--- src/rtl/uart_pkg.sv ---
// Shared UART definitions used by the transmitter and a later companion receiver.
// Holds the line state encoding and the bit-timing divider helper.
package uart_pkg;

    typedef enum logic [2:0] {
        IDLE,
        START,
        DATA,
        PARITY,
        STOP
    } uart_state_e;

    localparam int unsigned DATA_BITS = 8;

    function automatic int unsigned clks_per_bit(input int unsigned clk_hz, input int unsigned baud);
        return clk_hz / baud;
    endfunction

endpackage

--- src/rtl/uart_tx_fifo.sv ---
// First-word-fall-through FIFO: the head entry is visible on data_o while not empty.
// A push is accepted when full only together with a pop, so the level stays unchanged.
module uart_tx_fifo #(
    parameter int unsigned DEPTH = 4,
    parameter int unsigned WIDTH = 8
) (
    input  logic                       clk,
    input  logic                       reset,
    input  logic                       push_i,
    input  logic [WIDTH-1:0]           data_i,
    input  logic                       pop_i,
    output logic [WIDTH-1:0]           data_o,
    output logic                       full_o,
    output logic                       empty_o,
    output logic [$clog2(DEPTH):0]     level_o
);
    localparam int unsigned AW = $clog2(DEPTH);

    logic [WIDTH-1:0] mem_q [DEPTH];
    logic [AW-1:0]    wr_ptr_q;
    logic [AW-1:0]    rd_ptr_q;
    logic [AW:0]      level_q;
    logic             do_push;
    logic             do_pop;

    assign full_o  = (level_q == (AW+1)'(DEPTH));
    assign empty_o = (level_q == '0);
    assign level_o = level_q;
    assign data_o  = mem_q[rd_ptr_q];

    assign do_pop  = pop_i && !empty_o;
    assign do_push = push_i && (!full_o || do_pop);

    // NOTE: storage carries no reset; the pointers and level alone define which entries are valid.
    always_ff @(posedge clk) begin
        if (do_push) begin
            mem_q[wr_ptr_q] <= data_i;
        end
    end

    always_ff @(posedge clk) begin
        if (reset) begin
            wr_ptr_q <= '0;
            rd_ptr_q <= '0;
            level_q  <= '0;
        end else begin
            if (do_push) wr_ptr_q <= wr_ptr_q + AW'(1);
            if (do_pop)  rd_ptr_q <= rd_ptr_q + AW'(1);
            level_q <= level_q + (AW+1)'(do_push) - (AW+1)'(do_pop);
        end
    end

endmodule

--- src/rtl/uart_tx.sv ---
// UART transmitter (8N1 or 8E1) fed from a small FWFT FIFO over a valid/ready handshake.
// Bit timing comes from an integer divider of the system clock.
module uart_tx
    import uart_pkg::*;
#(
    parameter int unsigned CLK_FREQ_HZ = 8000000,
    parameter int unsigned BAUD_RATE   = 115200,
    parameter bit          PARITY_EN   = 1'b0,
    parameter int unsigned FIFO_DEPTH  = 4
) (
    input  logic                          clk,
    input  logic                          reset,
    input  logic [7:0]                    tx_data_i,
    input  logic                          tx_valid_i,
    output logic                          tx_ready_o,
    output logic                          tx_o,
    output logic                          busy_o,
    output logic [$clog2(FIFO_DEPTH):0]   fifo_level_o
);
    localparam int unsigned CLKS_PER_BIT = clks_per_bit(CLK_FREQ_HZ, BAUD_RATE);
    localparam int unsigned CNT_W        = $clog2(CLKS_PER_BIT);
    localparam logic [CNT_W-1:0] CNT_LAST = CNT_W'(CLKS_PER_BIT - 1);

    if (CLKS_PER_BIT < 4) begin : g_bad_divider
        $error("uart_tx: CLKS_PER_BIT=%0d is below the minimum of 4", CLKS_PER_BIT);
    end
    if (FIFO_DEPTH < 2 || (FIFO_DEPTH & (FIFO_DEPTH - 1)) != 0) begin : g_bad_depth
        $error("uart_tx: FIFO_DEPTH=%0d must be a power of two, at least 2", FIFO_DEPTH);
    end

    uart_state_e      state_q;
    logic [CNT_W-1:0] baud_cnt_q;
    logic [2:0]       bit_idx_q;
    logic [7:0]       shift_q;
    logic             parity_q;
    logic             tx_q;
    logic             busy_q;

    logic [7:0]       fifo_data;
    logic             fifo_full;
    logic             fifo_empty;
    logic             push;
    logic             pop;
    logic             bit_end;

    // Ready is held low during reset so nothing is accepted into a FIFO that is being flushed.
    assign tx_ready_o = !fifo_full && !reset;
    assign push       = tx_valid_i && tx_ready_o;
    assign bit_end    = (baud_cnt_q == CNT_LAST);
    assign pop        = !fifo_empty && ((state_q == IDLE) || (state_q == STOP && bit_end));

    uart_tx_fifo #(
        .DEPTH (FIFO_DEPTH),
        .WIDTH (DATA_BITS)
    ) u_fifo (
        .clk     (clk),
        .reset   (reset),
        .push_i  (push),
        .data_i  (tx_data_i),
        .pop_i   (pop),
        .data_o  (fifo_data),
        .full_o  (fifo_full),
        .empty_o (fifo_empty),
        .level_o (fifo_level_o)
    );

    // NOTE: all state and outputs update with non-blocking assignments so every branch sees pre-edge values.
    always_ff @(posedge clk) begin
        if (reset) begin
            state_q    <= IDLE;
            baud_cnt_q <= '0;
            bit_idx_q  <= '0;
            shift_q    <= '0;
            parity_q   <= 1'b0;
            tx_q       <= 1'b1;
            busy_q     <= 1'b0;
        end else begin
            baud_cnt_q <= (state_q == IDLE || bit_end) ? '0 : baud_cnt_q + CNT_W'(1);
            busy_q     <= 1'b1;
            case (state_q)
                IDLE: begin
                    if (!fifo_empty) begin
                        shift_q  <= fifo_data;
                        parity_q <= ^fifo_data;
                        tx_q     <= 1'b0;
                        state_q  <= START;
                    end else begin
                        tx_q   <= 1'b1;
                        busy_q <= push;
                    end
                end
                START: begin
                    if (bit_end) begin
                        tx_q      <= shift_q[0];
                        bit_idx_q <= '0;
                        state_q   <= DATA;
                    end
                end
                DATA: begin
                    if (bit_end) begin
                        if (bit_idx_q == 3'd7) begin
                            tx_q    <= PARITY_EN ? parity_q : 1'b1;
                            state_q <= PARITY_EN ? PARITY : STOP;
                        end else begin
                            shift_q   <= shift_q >> 1;
                            tx_q      <= shift_q[1];
                            bit_idx_q <= bit_idx_q + 3'd1;
                        end
                    end
                end
                PARITY: begin
                    if (bit_end) begin
                        tx_q    <= 1'b1;
                        state_q <= STOP;
                    end
                end
                STOP: begin
                    if (bit_end) begin
                        // Back-to-back frames: the next start bit follows the stop bit directly.
                        if (!fifo_empty) begin
                            shift_q  <= fifo_data;
                            parity_q <= ^fifo_data;
                            tx_q     <= 1'b0;
                            state_q  <= START;
                        end else begin
                            tx_q    <= 1'b1;
                            busy_q  <= push;
                            state_q <= IDLE;
                        end
                    end
                end
                default: begin
                    tx_q    <= 1'b1;
                    state_q <= IDLE;
                end
            endcase
        end
    end

    assign tx_o   = tx_q;
    assign busy_o = busy_q;

endmodule

--- config.mk ---
export PLATFORM = sky130hd
export DESIGN_NAME = uart_tx
export DESIGN_NICKNAME = d
export VERILOG_FILES = /design/src/rtl/uart_pkg.sv /design/src/rtl/uart_tx_fifo.sv /design/src/rtl/uart_tx.sv
export SDC_FILE = /design/constraint.sdc
export NUM_CORES = 1
export LEC_CHECK = 0
export CORE_UTILIZATION = 46
export DETAILED_ROUTE_END_ITERATION = 10
export GPL_ROUTABILITY_DRIVEN = 0
export HOLD_SLACK_MARGIN = 0.03
export PLACE_DENSITY = 0.77
export SYNTH_ARGS = -nofsm -noshare
export SYNTH_HDL_FRONTEND = slang
export SYNTH_SLANG_ARGS = --single-unit
--- constraint.sdc ---
create_clock -name clk -period 2.35 [get_ports clk]
set_input_delay 0.5875 -clock clk [delete_from_list [all_inputs] [get_ports clk]]
set_output_delay 0.5875 -clock clk [all_outputs]
set_load 0.02 [all_outputs]
* Word level (Yosys, flattened, before mapping)
Memories as Yosys holds them, arrays and structs flattened. A register that Yosys moved wholly into a read port is not among the register bits. Cells that the tools add are included.
Operators by class: multiplexer cells 31, add/subtract/negate cells 6, equal/unequal tests 14, reduce and logical (&&, ||, !) cells 21
Operator list (count):
- $mux 8 | 4
- $mux 3 | 9
- $pmux 8 s3 | 1
- $pmux 3 s5 | 1
- $ne 2x2->1 const B | 7
- $reduce_and 4->1 | 3
- $mux 1 | 11
- $eq 3x3->1 const B | 3
- $add 7x1->7 const B | 1
- $eq 7x7->1 const B | 1
- $eq 3x2->1 const B | 2
- $logic_and 1x1->1 | 6
- $logic_not 3->1 | 2
- $pmux 3 s2 | 1
- $reduce_and 6->1 | 1
- $pmux 1 s5 | 1
- $add 2x1->2 const B | 2
- $mux 2 | 2
- $add 3x1->3 | 1
- $add 3x1->3 const B | 1
- $eq 3x1->1 const B | 1
- $logic_not 1->1 | 3
- $logic_or 1x1->1 | 3
- $reduce_bool 3->1 | 1
- other kinds (4) | 4
Storage, ports and cells: flip-flop bits (word level) 30, memories kept 1, logic and storage cells 82, input port bits 11, memory bits (writable) 32
Memory list:
- u_fifo.mem_q | depth 4, bits a word 8, rd ports 1, clocked after memory_dff 1, write ports 1, line uart_tx_fifo.sv:19 | logic [WIDTH-1:0] mem_q [DEPTH];

* Depth between registers and ports, before layout
Gate-level depths: netlist of the first run.
depth in word-level cells 9, mapped depth 13

* Cells and area by module
From an unflattened synthesis of the first run, not the netlist that was laid out.
Unflattened totals: cells, all modules 225, area, all modules 2936.6 µm²
By module, submodules not included:
- uart_tx_fifo | area an instance 1649.1 µm², cells an instance 89, instances 1, seq. area each 1141.1 µm²
- uart_tx | area an instance 1287.5 µm², cells an instance 136, instances 1, seq. area each 460.4 µm²

* Worst setup path before layout of the first run
No wires, ideal clock.
path kind reg-to-reg, start register baud_cnt_q[0], end register u_fifo.level_q[2] (netlist: u_fifo.level_o[2]), arrival time 2.259 ns, buffers on the path 0, path slack -0.036 ns, library setup time 0.128 ns, data required time 2.222 ns, stages on the path, launching flop included 14, clock period less this slack 2.386 ns, path through dfxtp_1 -> inv_1 -> ha_1 -> nand4bb_4 -> o21ai_1 -> and2_1 -> ha_1 -> inv_1 -> ha_1 -> inv_1 -> fa_1 -> xor2_1 -> xnor2_1 -> nor2_1
Between the ends: longest elaborated chain between the ends 9
Ends and longest elaborated chain:
- from (decl) | line uart_tx.sv:32 | logic [CNT_W-1:0] baud_cnt_q;
- from (signal assigned) | line uart_tx.sv:78 | baud_cnt_q <= (state_q == IDLE || bit_end) ? '0 : baud_cnt_q + CNT_W'(1);
- $eq 7x7->1 * | line uart_tx.sv:49 | assign bit_end = (baud_cnt_q == CNT_LAST);
- $logic_and 1x1->1 * | line uart_tx.sv:50 | assign pop = !fifo_empty && ((state_q == IDLE) || (state_q == STOP && bit_end));
- $logic_or 1x1->1 * | line uart_tx.sv:50
- $logic_and 1x1->1 * | line uart_tx.sv:50
- $logic_and 1x1->1 * | line uart_tx_fifo.sv:31 | assign do_pop = pop_i && !empty_o;
- net u_fifo.do_pop | line uart_tx_fifo.sv:24 | logic do_pop;
- $logic_or 1x1->1 | line uart_tx_fifo.sv:32 | assign do_push = push_i && (!full_o || do_pop);
- $logic_and 1x1->1 | line uart_tx_fifo.sv:32
- $add 3x1->3 | line uart_tx_fifo.sv:49 | level_q <= level_q + (AW+1)'(do_push) - (AW+1)'(do_pop);
- $sub 3x1->3 * | line uart_tx_fifo.sv:49
- to (signal assigned) | line uart_tx_fifo.sv:49
- to (decl) | line uart_tx_fifo.sv:22 | logic [AW:0] level_q;
The timed path passes the listed nets; every way through them passes the cells marked *. A chain may end at the register's enable or synchronous reset.

* Worst setup path in the final report of the first run
start register baud_cnt_q[1], end register u_fifo.level_q[2] (netlist: u_fifo.level_o[2])
Same word-level chain as after synthesis.

==> results of run 1 <==
[cells in the mapped netlist (2+ instances only)]
| cell type | number | area share |
|---|---|---|
| dfxtp_1 | 32 | 0.23 |
| edfxtp_1 | 32 | 0.35 |
| nor2_1 | 24 | 0.033 |
| a211oi_1 | 14 | 0.038 |
| inv_1 | 13 | 0.018 |
| ha_1 | 10 | 0.045 |
| mux2i_1 | 9 | 0.033 |
| mux4_2 | 8 | 0.065 |
| nand2_1 | 7 | 0.0095 |
| a21oi_1 | 6 | 0.011 |
| buf_2 | 6 | 0.011 |
| clkbuf_1 | 6 | 0.0081 |
| xnor2_1 | 6 | 0.019 |
| and2_1 | 5 | 0.011 |
| nand3_1 | 4 | 0.0072 |
| o21ai_0 | 4 | 0.0072 |
| o31ai_1 | 3 | 0.0081 |
| xor2_1 | 3 | 0.0095 |
| a311oi_1 | 2 | 0.0063 |
| nand2b_1 | 2 | 0.0045 |
| nor3_1 | 2 | 0.0036 |
[cells by family (layout without fill, tap and decap cells)]
kind of cell / after synthesis / count (layout) / synth area share
AO/OA/AOI/OAI: 39 / 39 / 0.101
multiplexers: 17 / 17 / 0.0975
adder cells (fa/ha/maj): 11 / 11 / 0.0524
AND/OR/NAND/NOR: 53 / 53 / 0.0993
XOR/XNOR: 9 / 9 / 0.0284
buffers and inverters: 27 / 66 / 0.0433
flip-flops: 64 / 64 / 0.578
[worst max-delay path, cell delays in order (launching register included)]
cell	delay [ns]
dfxtp_2	0.33
inv_2	0.06
ha_4	0.14
nand4bb_4	0.13
o21ai_4	0.19
and2_4	0.18
ha_4	0.19
inv_2	0.06
ha_4	0.12
inv_2	0.04
fa_2	0.39
xor2_2	0.19
xnor2_1	0.15
nor2_1	0.06
[through the flow]
step	util	setup WS, ns	power, uW	instance area (um^2)
final	0.589	0.0215	3260	3330
after global placement	0.548	-0.0162	2400	3090
after global routing	0.589	-0.0724	3470	3330
after floorplan	-	0.0330	2130	2780
after detailed placement	0.548	-0.0712	2430	3090
after CTS	0.575	0.0101	3200	3240
[power by group through the flow]
stage	combinational [uW]	sequential, uW	clock [uW]
2_1_floorplan	661	1470	0
3_3_place_gp	897	1500	0
3_5_place_dp	923	1510	0
4_1_cts	923	1490	788
5_1_grt	1130	1510	834
6_report	1020	1480	759
[registers in the layout (all words and copies together), names as in the netlist, named ones only]
register / count
u_fifo.level_o: 3
tx_o: 1
state_q: 3
busy_o: 1
u_fifo.mem_q: 32
shift_q: 8
u_fifo.rd_ptr_q: 2
bit_idx_q: 3
baud_cnt_q: 7
u_fifo.wr_ptr_q: 2
[final timing paths]
path                       startpoint  slack (ns)                           end  depth (start not counted)
max          baud_cnt_q[1]$_SDFF_PP0_        0.02  u_fifo.level_o[2]$_SDFF_PP0_                         13
min           shift_q[7]$_SDFFE_PP0P_        0.47       shift_q[7]$_SDFFE_PP0P_                          2
max reg2reg  baud_cnt_q[1]$_SDFF_PP0_        0.02  u_fifo.level_o[2]$_SDFF_PP0_                         13
min reg2reg   shift_q[7]$_SDFFE_PP0P_        0.47       shift_q[7]$_SDFFE_PP0P_                          2
[layout make-up]
| cell class | count | area [um^2] | area share |
|---|---|---|---|
| Sequential cell | 64 | 1600 | 0.482 |
| Multi-Input combinational cell | 129 | 1110 | 0.334 |
| Timing Repair Buffer | 37 | 317 | 0.0952 |
| Clock buffer | 11 | 131 | 0.0395 |
| Tap cell | 72 | 90.1 | 0.0271 |
| Inverter | 13 | 48.8 | 0.0147 |
| Clock inverter | 5 | 23.8 | 0.00715 |
[repair_timing]
action | in CTS | in global routing
gates resized for setup | 1 | 15
buffers inserted | 0 | 3
endpoints found under the setup margin | 1 | 1
pin swaps | 0 | 6
[per-layer routing]
layer / GRT usage / up-vias / wire, um
met1: 0.210 / 840 / 2220
li1: - / 866 / -
met2: 0.278 / 20 / 2310
met5: 0 / - / 0
met4: 0.0727 / 0 / 68
met3: 0.0526 / 8 / 158
==> run_results.csv, run 1 <==
group,metric,value,unit
synthesis,synth_top_flop_cell,"edfxtp_1",
global_routing,grt_max_degree,24,
synthesis,synth_cell_types,43,
run_status,outcome,"finished clean",
worst_setup_path,required,2.57,ns
timing,period_needed,2.33,ns
synthesis,synth_fp_nets,242,
floorplanning,die_area,0.00634,mm^2
power_and_ir_drop,powerDensity,982,mW/mm^2
timing,drv_slew,0,
global_routing,grt_antenna_before_repair,0,
cts,clockBufferDepth,2,
global_routing,grt_usage,0.171,
synthesis,synth_edf_count,32,
timing,worst_pin_slew,0.872,ns
cells_and_area,diodes,0,
timing,rsz0062_at_grt,"yes",
drt,vias,1734,
drt,drc_errors,0,
cts,clk_pin_slew_worst_paths,0.07,ns
drt,dr.first_iter.drc_count,77,
worst_setup_path,cp-end-kind,"flip-flop",
cts,cts_num_sinks,64,
global_routing,grt_overflow,0,
run,max-cap-violations,0,
power_and_ir_drop,pwr-share-comb,0.313,
drt,wire_per_inst,14.4,um
cells_and_area,final_common_cell,"edfxtp_1",
worst_setup_path,start_kind,"flip-flop",
power_and_ir_drop,pwr-share-clk,0.233,
cells_and_area,nets,276,
floorplanning,die_y,79.6,um
placement,portBuffers,16,
timing,holdWs,0.469,ns
cells_and_area,n_fill_cell,461,
placement,dpl.hpwl,3150,um
synthesis,synth_seq_area_share,0.578,
placement,place_inst,312,
power_and_ir_drop,sw_frac_of_total,0.308,
cts,holdBufCountCts,0,
floorplanning,core,0.00564,mm^2
cells_and_area,syn_to_final_growth,20.0,%
cts,clockRootBuffer,"clkbuf_8",
floorplanning,start_util,0.491,
synthesis,syn_avg_cell_area,12.6,um^2
timing,hold_viol_final,0,
cts,htree_levels,3,
floorplanning,dieWidth,79.6,um
drt,vias_per_cell,5.24,
cts,cts_tree,"done",
cells_and_area,instances_no_fill,331,
power_and_ir_drop,p_seq_frac,0.454,
timing,slew_headroom,0.409,
power_and_ir_drop,ir_worst_vdd,0.516,mV
timing,fmax,429,MHz
synthesis,synth_seq_cells,64,
cells_and_area,drive_above_1_share,0.224,
floorplanning,boundaryPins,17,
drt,ant_nets,0,
worst_setup_path,path_class,"reg2reg",
power_and_ir_drop,p_sw,1010,uW
timing,setup_viol,0,
synthesis,syn_inst,220,
drt,first_pass_iters,4,
synthesis,yosys_warnings,0,
cts,cts_made_buffers,9,
drt,drt-total-wl,4760,um
timing,finalCritPeriodShare,0.991,
cts,clk_latency,0.33,ns
cells_and_area,final_cell_mix,"edfxtp_1 (32), dfxtp_1 (30), nor2_1 (24), buf_4 (21), clkdlybuf4s50_1 (15)",
global_routing,grt_pass1_wl,7930,um
floorplanning,rows,27,
synthesis,async_flop_share,0,
global_routing,grt_pass1_vias,1725,
timing,fin_setup_tns,0,ns
worst_setup_path,crit_fanout,3,
hold_path,worstHoldPathType,"reg2reg",
synthesis,syn_area,0.00277,mm^2
worst_setup_path,worst_ep_arrival_time,2.55,ns
timing,fin_skew,0.00691,ns
power_and_ir_drop,p_int,2260,uW
power_and_ir_drop,static-leakage-power,0.00115,uW
Power figures use the tool's default switching activity.
==> run 2: changes to the inputs <==
--- a/config.mk
+++ b/config.mk
@@ -5,11 +5,14 @@
 export SDC_FILE = /design/constraint.sdc
 export NUM_CORES = 1
 export LEC_CHECK = 0
-export CORE_UTILIZATION = 46
+export CAP_MARGIN = 15
+export CELL_PAD_IN_SITES_DETAIL_PLACEMENT = 0
+export CELL_PAD_IN_SITES_GLOBAL_PLACEMENT = 1
+export CORE_UTILIZATION = 43
 export DETAILED_ROUTE_END_ITERATION = 10
 export GPL_ROUTABILITY_DRIVEN = 0
 export HOLD_SLACK_MARGIN = 0.03
-export PLACE_DENSITY = 0.77
+export PLACE_DENSITY = 0.84
 export SYNTH_ARGS = -nofsm -noshare
 export SYNTH_HDL_FRONTEND = slang
 export SYNTH_SLANG_ARGS = --single-unit
==> run 2 against run 1 <==
Against the previous run: global-route usage is 1.4 points lower; combinational power is essentially flat; flip-flop and latch count unchanged; clock power is 31% higher; clock skew shrank 0.0020 ns; hold slack about the same; final cell count is 0.30% higher; routed wire length shrank 2.0%; non-clock buffer count shrank 2; largest power group unchanged.
==> run_results.csv, run 2 (synthesized netlist as in run 1, its figures left out) <==
group,metric,value,unit
cts,cts_made_buffers,9,
drt,vias_per_cell,5.19,
drt,dr.first_iter.drc_count,75,
timing,setup_viol,0,
run_status,outcome,"finished clean",
cts,htree_levels,3,
power_and_ir_drop,powerDensity,1040,mW/mm^2
drt,wl_met3,155,um
floorplanning,dieWidth,82.3,um
drt,ant_nets,0,
cells_and_area,diodes,0,
floorplanning,die_area,0.00677,mm^2
hold_path,worstHoldPathType,"reg2reg",
worst_setup_path,path_class,"reg2reg",
worst_setup_path,reg2reg_slack,0.06,ns
drt,drt-met1-wl,2210,um
global_routing,grt_usage,0.157,
global_routing,grt_max_degree,24,
drt,top_layer,"met4",
worst_setup_path,worst_ep_arrival_time,2.50,ns
cells_and_area,reg_top3,"u_fifo.mem_q (32), shift_q (8), baud_cnt_q (7)",
timing,holdWs,0.469,ns
floorplanning,boundaryPins,17,
power_and_ir_drop,ir_worst_vdd,0.589,mV
cells_and_area,drive_above_1_share,0.222,
power_and_ir_drop,static-leakage-power,0.00116,uW
placement,portBuffers,16,
cells_and_area,instances_no_fill,332,
drt,wl_met2,2220,um
global_routing,grt_antenna_before_repair,0,
floorplanning,start_util,0.457,
cells_and_area,largest_register_ffs,32,
timing,hold_viol_final,0,
worst_setup_path,crit_start,"baud_cnt_q[1]$_SDFF_PP0_",
cts,holdBufCountCts,0,
cts,clk_latency,0.33,ns
worst_setup_path,cp-end-kind,"flip-flop",
floorplanning,die_y,82.3,um
worst_setup_path,path_cells,"inv_2 > ha_4 > nand4bb_4 > o21ai_2 > and2_4 > ha_4 > inv_2 > ha_4 > inv_2 > fa_2 > xor2_2 > xnor2_1 > nor2_1",
timing,fin_skew,0.00487,ns
timing,rsz0062_at_grt,"yes",
drt,drt-total-wl,4660,um
drt,first_pass_iters,4,
cts,clockRootBuffer,"clkbuf_8",
timing,finalCritPeriodShare,0.973,
cts,cts_num_sinks,64,
global_routing,grt_pass1_vias,1667,
timing,slew_headroom,0.361,
global_routing,grt_overflow,0,
cells_and_area,final_common_cell,"edfxtp_1",
worst_setup_path,start_kind,"flip-flop",
floorplanning,core,0.00606,mm^2
timing,fmax,437,MHz
cells_and_area,final_cell_mix,"edfxtp_1 (32), dfxtp_1 (30), nor2_1 (24), buf_4 (19), clkdlybuf4s50_1 (15)",
worst_setup_path,required,2.56,ns
worst_setup_path,crit_fanout,3,
worst_setup_path,r2r_start,"baud_cnt_q[1]$_SDFF_PP0_",
worst_setup_path,reg2reg_depth,13,
run,max-cap-violations,0,
cells_and_area,largest_register,"u_fifo.mem_q",
placement,dpl.hpwl,3130,um
timing,period_needed,2.29,ns
global_routing,grt_pass1_wl,7620,um
worst_setup_path,timing.rr.end,"u_fifo.level_o[2]$_SDFF_PP0_",
drt,wire_per_inst,14.0,um
drt,vias,1723,
worst_setup_path,cp-endpoint,"u_fifo.level_o[2]$_SDFF_PP0_",
cts,clockBufferDepth,2,
cts,cts_tree,"done",
cells_and_area,syn_to_final_growth,21.1,%
placement,place_inst,315,
cts,clk_pin_slew_worst_paths,0.07,ns
timing,drv_slew,0,
worst_setup_path,cpPeakStageDelay,0.39,ns
cells_and_area,nets,274,
floorplanning,rows,28,
drt,drc_errors,0,
timing,worst_pin_slew,0.944,ns
cells_and_area,n_fill_cell,513,
worst_setup_path,slowest_stage,"fa_2",
==> run 2: through the flow <==
stage               total power, uW   util  instance area (um^2)  setup WS (ns)  TNS, ns
floorplan                      2130      -                  2780         0.0330        0
global placement               2410  0.510                  3090        -0.0205  -0.0302
detailed placement             2420  0.510                  3090        -0.0525   -0.101
CTS                            3420  0.544                  3300         0.0259        0
global route                   3700  0.554                  3360        -0.0688  -0.0688
finish                         3490  0.554                  3360         0.0630        0
==> run 2: worst max-delay path, delay by kind of cell (launching register included) <==
family                   cells  cell delay [ns]
AO/OA/AOI/OAI                1             0.17
XOR/XNOR                     2             0.34
buffers and inverters        3             0.16
flip-flops                   1             0.33
adder cells (fa/ha/maj)      4             0.84
AND/OR/NAND/NOR              3             0.34
==> run 2: layer usage <==
metal | track usage | vias up
met1 | 0.201 | 815
met3 | 0.0560 | 10
met5 | 0 | -
met2 | 0.240 | 33
met4 | 0.0649 | 0
li1 | - | 865
==> run 2: worst min path at each step <==
stage,startpoint,end,slack (ns),depth (start not counted)
6_report,shift_q[7]$_SDFFE_PP0P_,shift_q[7]$_SDFFE_PP0P_,0.47,2
5_1_grt,shift_q[7]$_SDFFE_PP0P_,shift_q[7]$_SDFFE_PP0P_,0.50,2
4_1_cts,shift_q[7]$_SDFFE_PP0P_,shift_q[7]$_SDFFE_PP0P_,0.47,2
3_5_place_dp,shift_q[7]$_SDFFE_PP0P_,shift_q[7]$_SDFFE_PP0P_,0.46,2
3_3_place_gp,shift_q[7]$_SDFFE_PP0P_,shift_q[7]$_SDFFE_PP0P_,0.45,2
2_1_floorplan,baud_cnt_q[0]$_SDFF_PP0_,baud_cnt_q[0]$_SDFF_PP0_,0.43,1
==> run 2: cell type report <==
type                    count  area [um^2]  share of cell area
flip-flops and latches     64         1600               0.478
well taps                  75         93.8              0.0280
multi-input cells         129         1100               0.329
clock buffers              12          135              0.0403
clock inverters             4         68.8              0.0205
inverters                  13         48.8              0.0145
repair buffers             35          302              0.0899
==> run 2: power breakdown <==
group / internal, uW / switching (uW) / leakage, uW
Combinational: 547 / 470 / 0.000508
Clock: 594 / 401 / 0.000102
Sequential: 1340 / 137 / 0.000553
Total: 2480 / 1010 / 0.00116
==> run 2: repair_timing <==
item                                    CTS  global route
pin swaps                                 0             6
gates resized for setup                   1            14
endpoints found under the setup margin    1             1
buffers inserted                          0             1
